==> src/rtl/mc_line_xfer_pkg.sv <==
// Shared memcache definitions: controller port widths, line-transfer FSM states
// and the burst-length helper used when issuing a line command.
package mc_line_xfer_pkg;

  localparam int MI_LEN_W  = 7;
  localparam int MI_DATA_W = 32;

  typedef enum logic [2:0] {
    ST_IDLE,
    ST_CMD,
    ST_WDATA,
    ST_RDATA,
    ST_DONE
  } xferState_e;

  // The controller performs len+1 beats, so a line of 2^lw words needs 2^lw-1.
  function automatic logic [MI_LEN_W-1:0] mcLen(input int unsigned lw);
    int unsigned beats;
    beats = (32'd1 << lw) - 32'd1;
    return beats[MI_LEN_W-1:0];
  endfunction

endpackage

==> src/rtl/mc_line_xfer_buf.sv <==
// Line buffer: one write port (client or controller, muxed by the parent), a
// combinational read port feeding write bursts and a registered client read port.
module mc_line_buf
  import mc_line_xfer_pkg::*;
#(
  parameter int LW = 3
) (
  input  logic                 clk,
  input  logic                 we_i,
  input  logic [LW-1:0]        waddr_i,
  input  logic [MI_DATA_W-1:0] wdata_i,
  input  logic [LW-1:0]        craddr_i,
  output logic [MI_DATA_W-1:0] crdata_o,
  input  logic [LW-1:0]        raddr_i,
  output logic [MI_DATA_W-1:0] rdata_o
);

  logic [MI_DATA_W-1:0] mem_q [2**LW];
  logic [MI_DATA_W-1:0] rdata_q;

  // Read samples the array before this edge's write lands, so same-address
  // read/write returns the old word.
  always_ff @(posedge clk) begin
    if (we_i) begin
      mem_q[waddr_i] <= wdata_i;
    end
    rdata_q <= mem_q[raddr_i];
  end

  assign crdata_o = mem_q[craddr_i];
  assign rdata_o  = rdata_q;

endmodule

==> src/rtl/mc_line_xfer.sv <==
// Moves one cache line between the local line buffer and the memory controller,
// checking beat/last-flag protocol and flagging violations on a sticky err.
module mc_line_xfer
  import mc_line_xfer_pkg::*;
#(
  parameter int AW = 20,
  parameter int LW = 3
) (
  input  logic                 clk,
  input  logic                 rst,
  input  logic [AW-LW-1:0]     req_addr,
  input  logic                 req_rw,
  input  logic                 req_valid,
  output logic                 req_ready,
  output logic                 done,
  output logic                 err,
  input  logic                 err_clr,
  input  logic [LW-1:0]        buf_waddr,
  input  logic [MI_DATA_W-1:0] buf_wdata,
  input  logic                 buf_we,
  input  logic [LW-1:0]        buf_raddr,
  output logic [MI_DATA_W-1:0] buf_rdata,
  output logic [AW-1:0]        mi_addr,
  output logic [MI_LEN_W-1:0]  mi_len,
  output logic                 mi_rw,
  output logic                 mi_valid,
  input  logic                 mi_ready,
  output logic [MI_DATA_W-1:0] mi_wdata,
  input  logic                 mi_wack,
  input  logic                 mi_wlast,
  input  logic [MI_DATA_W-1:0] mi_rdata,
  input  logic                 mi_rstb,
  input  logic                 mi_rlast
);

  localparam logic [LW:0] LAST_BEAT = (LW+1)'((1 << LW) - 1);

  xferState_e           state_q, state_d;
  logic [LW:0]          beatCnt_q, beatCnt_d;
  logic [AW-LW-1:0]     lineAddr_q, lineAddr_d;
  logic                 rw_q, rw_d;
  logic                 err_q, err_d;

  logic                 isFinal;
  logic                 errEvent;
  logic                 bufWe;
  logic [LW-1:0]        bufWaddr;
  logic [MI_DATA_W-1:0] bufWdata;

  always_ff @(posedge clk) begin
    if (rst) begin
      state_q    <= ST_IDLE;
      beatCnt_q  <= '0;
      lineAddr_q <= '0;
      rw_q       <= 1'b0;
      err_q      <= 1'b0;
    end else begin
      state_q    <= state_d;
      beatCnt_q  <= beatCnt_d;
      lineAddr_q <= lineAddr_d;
      rw_q       <= rw_d;
      err_q      <= err_d;
    end
  end

  // A beat whose last flag disagrees with its position is rejected outright:
  // no buffer write, no count, no state change.
  always_comb begin
    state_d    = state_q;
    beatCnt_d  = beatCnt_q;
    lineAddr_d = lineAddr_q;
    rw_d       = rw_q;
    errEvent   = 1'b0;
    bufWe      = 1'b0;
    bufWaddr   = buf_waddr;
    bufWdata   = buf_wdata;
    isFinal    = (beatCnt_q == LAST_BEAT);

    unique case (state_q)
      ST_IDLE: begin
        errEvent = mi_rstb | mi_wack;
        bufWe    = buf_we;
        if (req_valid) begin
          state_d    = ST_CMD;
          lineAddr_d = req_addr;
          rw_d       = req_rw;
          beatCnt_d  = '0;
        end
      end
      ST_CMD: begin
        errEvent = mi_rstb | mi_wack;
        if (mi_ready) begin
          state_d = rw_q ? ST_RDATA : ST_WDATA;
        end
      end
      ST_WDATA: begin
        if (mi_wack) begin
          if (mi_wlast != isFinal) begin
            errEvent = 1'b1;
          end else begin
            beatCnt_d = beatCnt_q + 1'b1;
            if (isFinal) begin
              state_d = ST_DONE;
            end
          end
        end
      end
      ST_RDATA: begin
        if (mi_rstb) begin
          if (mi_rlast != isFinal) begin
            errEvent = 1'b1;
          end else begin
            bufWe     = 1'b1;
            bufWaddr  = beatCnt_q[LW-1:0];
            bufWdata  = mi_rdata;
            beatCnt_d = beatCnt_q + 1'b1;
            if (isFinal) begin
              state_d = ST_DONE;
            end
          end
        end
      end
      ST_DONE: begin
        errEvent = mi_rstb | mi_wack;
        state_d  = ST_IDLE;
      end
      default: begin
        state_d = ST_IDLE;
      end
    endcase

    err_d = err_q;
    if (err_clr) begin
      err_d = 1'b0;
    end
    if (errEvent) begin
      err_d = 1'b1;
    end
  end

  mc_line_buf #(
    .LW(LW)
  ) u_buf (
    .clk      (clk),
    .we_i     (bufWe),
    .waddr_i  (bufWaddr),
    .wdata_i  (bufWdata),
    .craddr_i (beatCnt_q[LW-1:0]),
    .crdata_o (mi_wdata),
    .raddr_i  (buf_raddr),
    .rdata_o  (buf_rdata)
  );

  assign req_ready = (state_q == ST_IDLE);
  assign mi_valid  = (state_q == ST_CMD);
  assign done      = (state_q == ST_DONE);
  assign err       = err_q;
  assign mi_addr   = {lineAddr_q, {LW{1'b0}}};
  assign mi_len    = mcLen(LW);
  assign mi_rw     = rw_q;

endmodule

==> config.mk <==
export PLATFORM = sky130hd
export DESIGN_NAME = mc_line_xfer
export DESIGN_NICKNAME = d
export VERILOG_FILES = /design/src/rtl/mc_line_xfer_pkg.sv /design/src/rtl/mc_line_xfer_buf.sv /design/src/rtl/mc_line_xfer.sv
export SDC_FILE = /design/constraint.sdc
export NUM_CORES = 1
export LEC_CHECK = 0
export CORE_ASPECT_RATIO = 0.6
export CORE_MARGIN = 8
export CORE_UTILIZATION = 46
export DETAILED_ROUTE_END_ITERATION = 10
export PLACE_DENSITY = 0.75
export SKIP_CTS_REPAIR_TIMING = 1
export SYNTH_ARGS = -nofsm -noshare
export SYNTH_HDL_FRONTEND = slang
export SYNTH_SLANG_ARGS = --single-unit
==> constraint.sdc <==
create_clock -name clk -period 3.4 [get_ports clk]
set_input_delay 0.34 -clock clk [delete_from_list [all_inputs] [get_ports clk]]
set_output_delay 0.34 -clock clk [all_outputs]
set_load 0.01 [all_outputs]
======== After elaboration in Yosys (flattened, before gate mapping) ========
Memory sizes are Yosys's and may differ from the RTL's. A register that Yosys moved wholly into a read port is not among the register bits.
Cells that the tools add are included.
operators by class
  bitwise logic cells ..................... 1
  reduce and logical (&&, ||, !) cells .... 7
  equal/unequal tests ..................... 13
  multiplexer cells ....................... 35
  add/sub/neg operators ................... 1
operator list
  operator                                               count
  two-way mux 32 bit                                     3
  two-way mux 3 bit                                      12
  two-way mux 4 bit                                      5
  one-hot mux 3 bit (4 select lines)                     1
  one-hot mux 4 bit (3 select lines)                     1
  AND reduction 6 bit                                    2
  two-way mux 1 bit                                      11
  inequality test 2 bit, second input constant           5
  equality test 3 x 2 -> 1 bit, second input constant    2
  adder 4 x 1 -> 4 bit, second input constant            1
  equality test 4 x 3 -> 1 bit, second input constant    1
  equality test 3 x 1 -> 1 bit, second input constant    1
  equality test 3 bit, second input constant             1
  zero test 3 bit                                        1
  one-hot mux 1 bit (3 select lines)                     1
  nonzero test 3 bit                                     1
  OR reduction 3 bit                                     1
  inequality test 1 bit                                  2
  inequality test 2 x 1 -> 1 bit, second input constant  1
  one-hot mux 1 bit (2 select lines)                     1
  AND reduction 2 bit                                    1
  nonzero test 2 bit                                     1
  OR 1 bit                                               1
storage, ports and cells
  memory bits (writable) .................. 256
  register bits after elaboration ......... 26
  output and inout port bits .............. 96
  word-level logic and storage cells ...... 63
  memories ................................ 1
memories
  memory       words  width  rd ports  clocked after Yosys merged registers in  wr ports  line                    RTL
  u_buf.mem_q  8      32     2         2                                        1         mc_line_xfer_buf.sv:18  logic [MI_DATA_W-1:0] mem_q [2**LW];

======== Longest topological paths before layout ========
  depth after elaboration ................. 7
  mapped depth ............................ 7
  mapped depth without buffers ............ 5

======== Cells and area by module ========
From an unflattened synthesis, not the netlist that was laid out.
unflattened totals
  cells, all modules ...................... 721
  area, all modules ....................... 14204.9 sq um
modules (own cells, without submodules)
  module        seq. area each (sq um)  times used  cells an instance  area an instance (sq um)
  mc_line_buf   8328.0                  1           529                12539.5
  mc_line_xfer  520.5                   1           192                1665.3

======== Worst setup path before layout ========
OpenSTA, ideal clock, no wires.
  kind .................................... reg-to-reg
  start ................................... register beatCnt_q[1]
  end ..................................... memory u_buf.mem_q[0][0], enable pin
  required time ........................... 2968 ps
  setup slack ............................. 70 ps
  cell stages (with the launch flop) ...... 6
  path buffers ............................ 0
  period minus slack after synthesis ...... 3330 ps
  setup time .............................. 432 ps
  arrival ................................. 2898 ps
  cells stage by stage .................... dfxtp_1 ha_1 nand3b_4 xnor2_1 o32a_1 a21oi_1
on the way
  longest elaborated chain between the ends .. 7
  elaborated cells on any way between the ends .. 10
  classes of those cells .................. 2 x eq/ne; 8 x mux
RTL lines
  item                                     line                    RTL
  start, declared                          mc_line_xfer.sv:39      logic [LW:0] beatCnt_q, beatCnt_d;
  start signal, assigned                   mc_line_xfer.sv:59      beatCnt_q <= beatCnt_d;
  equality test 4 x 3 -> 1 bit             mc_line_xfer.sv:77      isFinal = (beatCnt_q == LAST_BEAT);
  inequality test 1 bit                    mc_line_xfer.sv:110     if (mi_rlast != isFinal) begin
  two-way mux 1 bit                        mc_line_xfer.sv:110
  two-way mux 1 bit                        mc_line_xfer.sv:109     if (mi_rstb) begin
  one-hot mux 1 bit (2 select lines)       mc_line_xfer.sv:79      unique case (state_q)
  two-way mux 1 bit                        mc_line_xfer_buf.sv:24  if (we_i) begin
  two-way mux 1 bit (not written as such)  mc_line_xfer_buf.sv:25  mem_q[waddr_i] <= wdata_i;
  end, declared                            mc_line_xfer_buf.sv:18
Parallel ways exist; a longest one is shown, timed or not.

==> results.md <==
* Status: finished clean
* Mux cell area share after synthesis at 29.29%
* H-tree depth at 1
* Share of the synthesized area in the top cell type at roughly 54%
* Netlist cell types at 47
* Switch share at between 20% and 30%
* Synth area leaders: edfxtp_1, mux4_2, dfxtp_1, mux2_2, mux2_4
* Critical path arrival at 2.91 ns
* Fraction of registers with async set/reset at 0%
* Setup CP Type: flip-flop to primary output
* Largest net degree at the start of global routing at between 60 and 70
* Period Utilization, post-route at about 96%
* Post-synth EDFFs at 256
* Clk Tree Root Cell: clkbuf_16
* Peak VDD IR at between 0.3 and 0.4 mV
* Global-route wire length before repair at approximately 50 mm
* Maxcap violations at 0
* Reg2Reg Depth at 6
* Final Hold Violating Endpoints at 0
* Width of the die at 242.2 um
* Post-Synthesis Cell Area at ~14,000 sq um
* CORE AREA at 30,100 sq um
* Pre-antenna DRT Iters at 5
* Initial antenna violation count at 0
* Synth area leader: edfxtp_1
* Synth Area in Simple Gates at 2.825%
* Compound-Gate Fraction of Synth Area at under 10%
* Critical Path RT at roughly 3.1 ns
* Worst Setup End Kind: primary output
* Overall Global Routing Usage at between 15 and 20%
* Die H at 151.7 um
* Synthesized area per cell at around 19 sq um
* Placement row count at 49
* Worst-Margin Slew at a little over 1 ns
* Area delta synth->final at 23.71%
* Register bit count reported by yosys at about 320
* Int Power at 7.086 mW
* Post-synthesis xor/xnor area fraction at less than 1%
* Port bufs at approximately 180
* Pwr Density at between 500 and 600 nW/um^2
* Hold Path Cell Cnt at 3
* Clk buf depth at 3
* Hold path endpoint: lineAddr_q[5]$_SDFFE_PP0P_
* CTS tree: done
* # diodes at 0
* Critical Path Fanout Max at 22
* Mapped Cells at 735
* Min-delay src: req_addr[5]
* Unrepaired setup endpoints after global routing: no
* Sum Neg Setup Slack at 0 ns
* Antenna viol nets, final at 0
* DRC Markers at 0
* Main synth FF type: edfxtp_1
* Worst hold path class: input pin to flip-flop
* CP startpoint kind: flip-flop
* Clock transition at the registers of the reported paths at ~0.070 ns
* HPWL Detailed at about 21 mm
* Flop pwr share at 49.3%
* Max Clk Rate at slightly above 300 MHz
* Starting Density at 46.93%
* Final wirelength at 32.65 mm
* Final setup viols at 0
* Flop-to-flop setup slack at approximately 0.62 ns
* Clock share of power at between 30% and 40%
* RD Place Congestion at around 0.8
* RR Startpoint: beatCnt_q[1]$_SDFFE_PP0N_
* CTS buffer count at 29
* # nets final at a little over 1,000
* Clock Sink Count at between 300 and 400
* Die area at about 37,000 sq um
* Sw Pwr at around 2.2 mW
* Worst r2r dst: u_buf.mem_q[7][21]$_DFFE_PP_
* Vias in the first global route at approximately 8,100
* # IOs at 194
* Core Util, Final at 58.06%
* Seq/Total Area, Yosys at a little over three fifths
* Synth Area in Adders at less than 1%
* DR iter-0 viols at around 650
* Worst-Skew Late Latency at 0.55 ns
* Leakage dissipation at ~5.8 nW
* Via/cell ratio at roughly 5.7
* Vias at between 7,000 and 8,000
* Yosys warnings at 0
* Global route overflow at 0
* Fraction of layout cells with a size suffix above 1 at between 30% and 40%
* Min Tclk post-route at around 3.2 ns
* Largest family of logic cells by synthesized area: multiplexers
* Worst Clk Skew at roughly 0.008 ns
* Slew margin rel. at 31.78%
* Comb power frac at between 10 and 15%
* Fin. max-slew vios at 0
* Wire length per cell at 24.18 um
## cells by family after synthesis
kind of cell	Yosys count
muxes	230
buffers and inverters	63
and+or+nand+nor	71
adders and majority gates	1
xor gates and xnor gates	4
DFF	317
other	2
AOI/OAI and AO/OA	47
## cell usage after synthesis, drive strengths merged, types with 3 or more instances
master    n
a21oi    30
buf      37
clkbuf   24
dfxtp    61
edfxtp  256
mux2     97
mux2i     5
mux4    128
nand2    40
nand2b    6
nand4b    4
nor2b     3
nor3b     3
o21ai     5
o22ai     3
## power by group through the flow
stage	sequential, mW	clock, mW	combinational, mW
final	4.56	3.39	1.29
after global routing	4.58	3.62	1.38
after CTS	4.56	3.45	1.31
after detailed placement	4.64	0	1.30
after global placement	4.63	0	1.29
after floorplan	4.63	0	0.718
## metal layers
layer,up-vias,GRT usage (%),wire [um]
met5,-,0,0
met4,0,3.095,409
met3,30,3.904,2404
met2,321,27.98,15220
met1,3944,25.36,14620
li1,3372,-,-
## worst max-delay path, cell delays in order (launching register included)
cell             delay, ns
dfxtp_4               0.67
buf_4                 0.31
mux4_2                0.54
mux2_2                0.33
clkdlybuf4s50_1       0.49
## worst max path at each step
| stage | start | endpoint | slack (ns) | cells past startpoint |
|---|---|---|---|---|
| after global placement | mi_rstb | u_buf.mem_q[7][21]$_DFFE_PP_ | 0.60 | 5 |
| after detailed placement | mi_rlast | u_buf.mem_q[7][21]$_DFFE_PP_ | 0.52 | 5 |
| final | flip-flop | mi_wdata[27] | 0.15 | 4 |
| after CTS | flip-flop | mi_wdata[27] | 0.07 | 4 |
| after global routing | flip-flop | mi_wdata[27] | 0.001 | 4 |
| after floorplan | beatCnt_q[1]$_SDFFE_PP0N_ | u_buf.mem_q[0][0]$_DFFE_PP_ | 0.07 | 5 |
## registers in the layout (all words and copies together) (netlist names), named ones only
name,flops
lineAddr_q,17
u_buf.rdata_o,32
u_buf.mem_q,256
err,1
mi_rw,1
state_q,3
beatCnt_q,4
## layout make-up
cell class              instances  area, sq um
flip-flops and latches        317         8917
inverters                       2        7.507
clock inverters                22        239.0
multi-input cells             363         4999
repair buffers                206         2057
well taps                     408        510.5
fillers                      2239        12630
clock buffers                  32        747.0
## through the flow
step | area [sq um] | hold WS, ns | instances | worst slack [ns] | power, mW
3_3_place_gp | 16490 | 0.4413 | 1296 | 0.6050 | 5.914
4_1_cts | 17480 | 0.3092 | 1350 | 0.07325 | 9.310
3_5_place_dp | 16490 | 0.4462 | 1296 | 0.5209 | 5.936
6_report | 17480 | 0.3347 | 1350 | 0.1528 | 9.238
5_1_grt | 17480 | 0.3148 | 1350 | 0.001203 | 9.584
2_1_floorplan | 14160 | 0.4245 | 743 | 0.07013 | 5.352
## layout by cell type, fill, tap and decap left out, types with 6 or more instances in the layout
| cell | instances |
|---|---|
| nand2_1 | 39 |
| clkdlybuf4s50_1 | 180 |
| mux2_2 | 65 |
| mux2_4 | 30 |
| clkinv_2 | 9 |
| dfxtp_1 | 58 |
| nand2b_1 | 6 |
| a21oi_1 | 22 |
| a21oi_4 | 8 |
| clkbuf_16 | 29 |
| edfxtp_1 | 256 |
| buf_4 | 20 |
| mux4_2 | 128 |
| conb_1 | 10 |
Power figures use the tool's default switching activity.
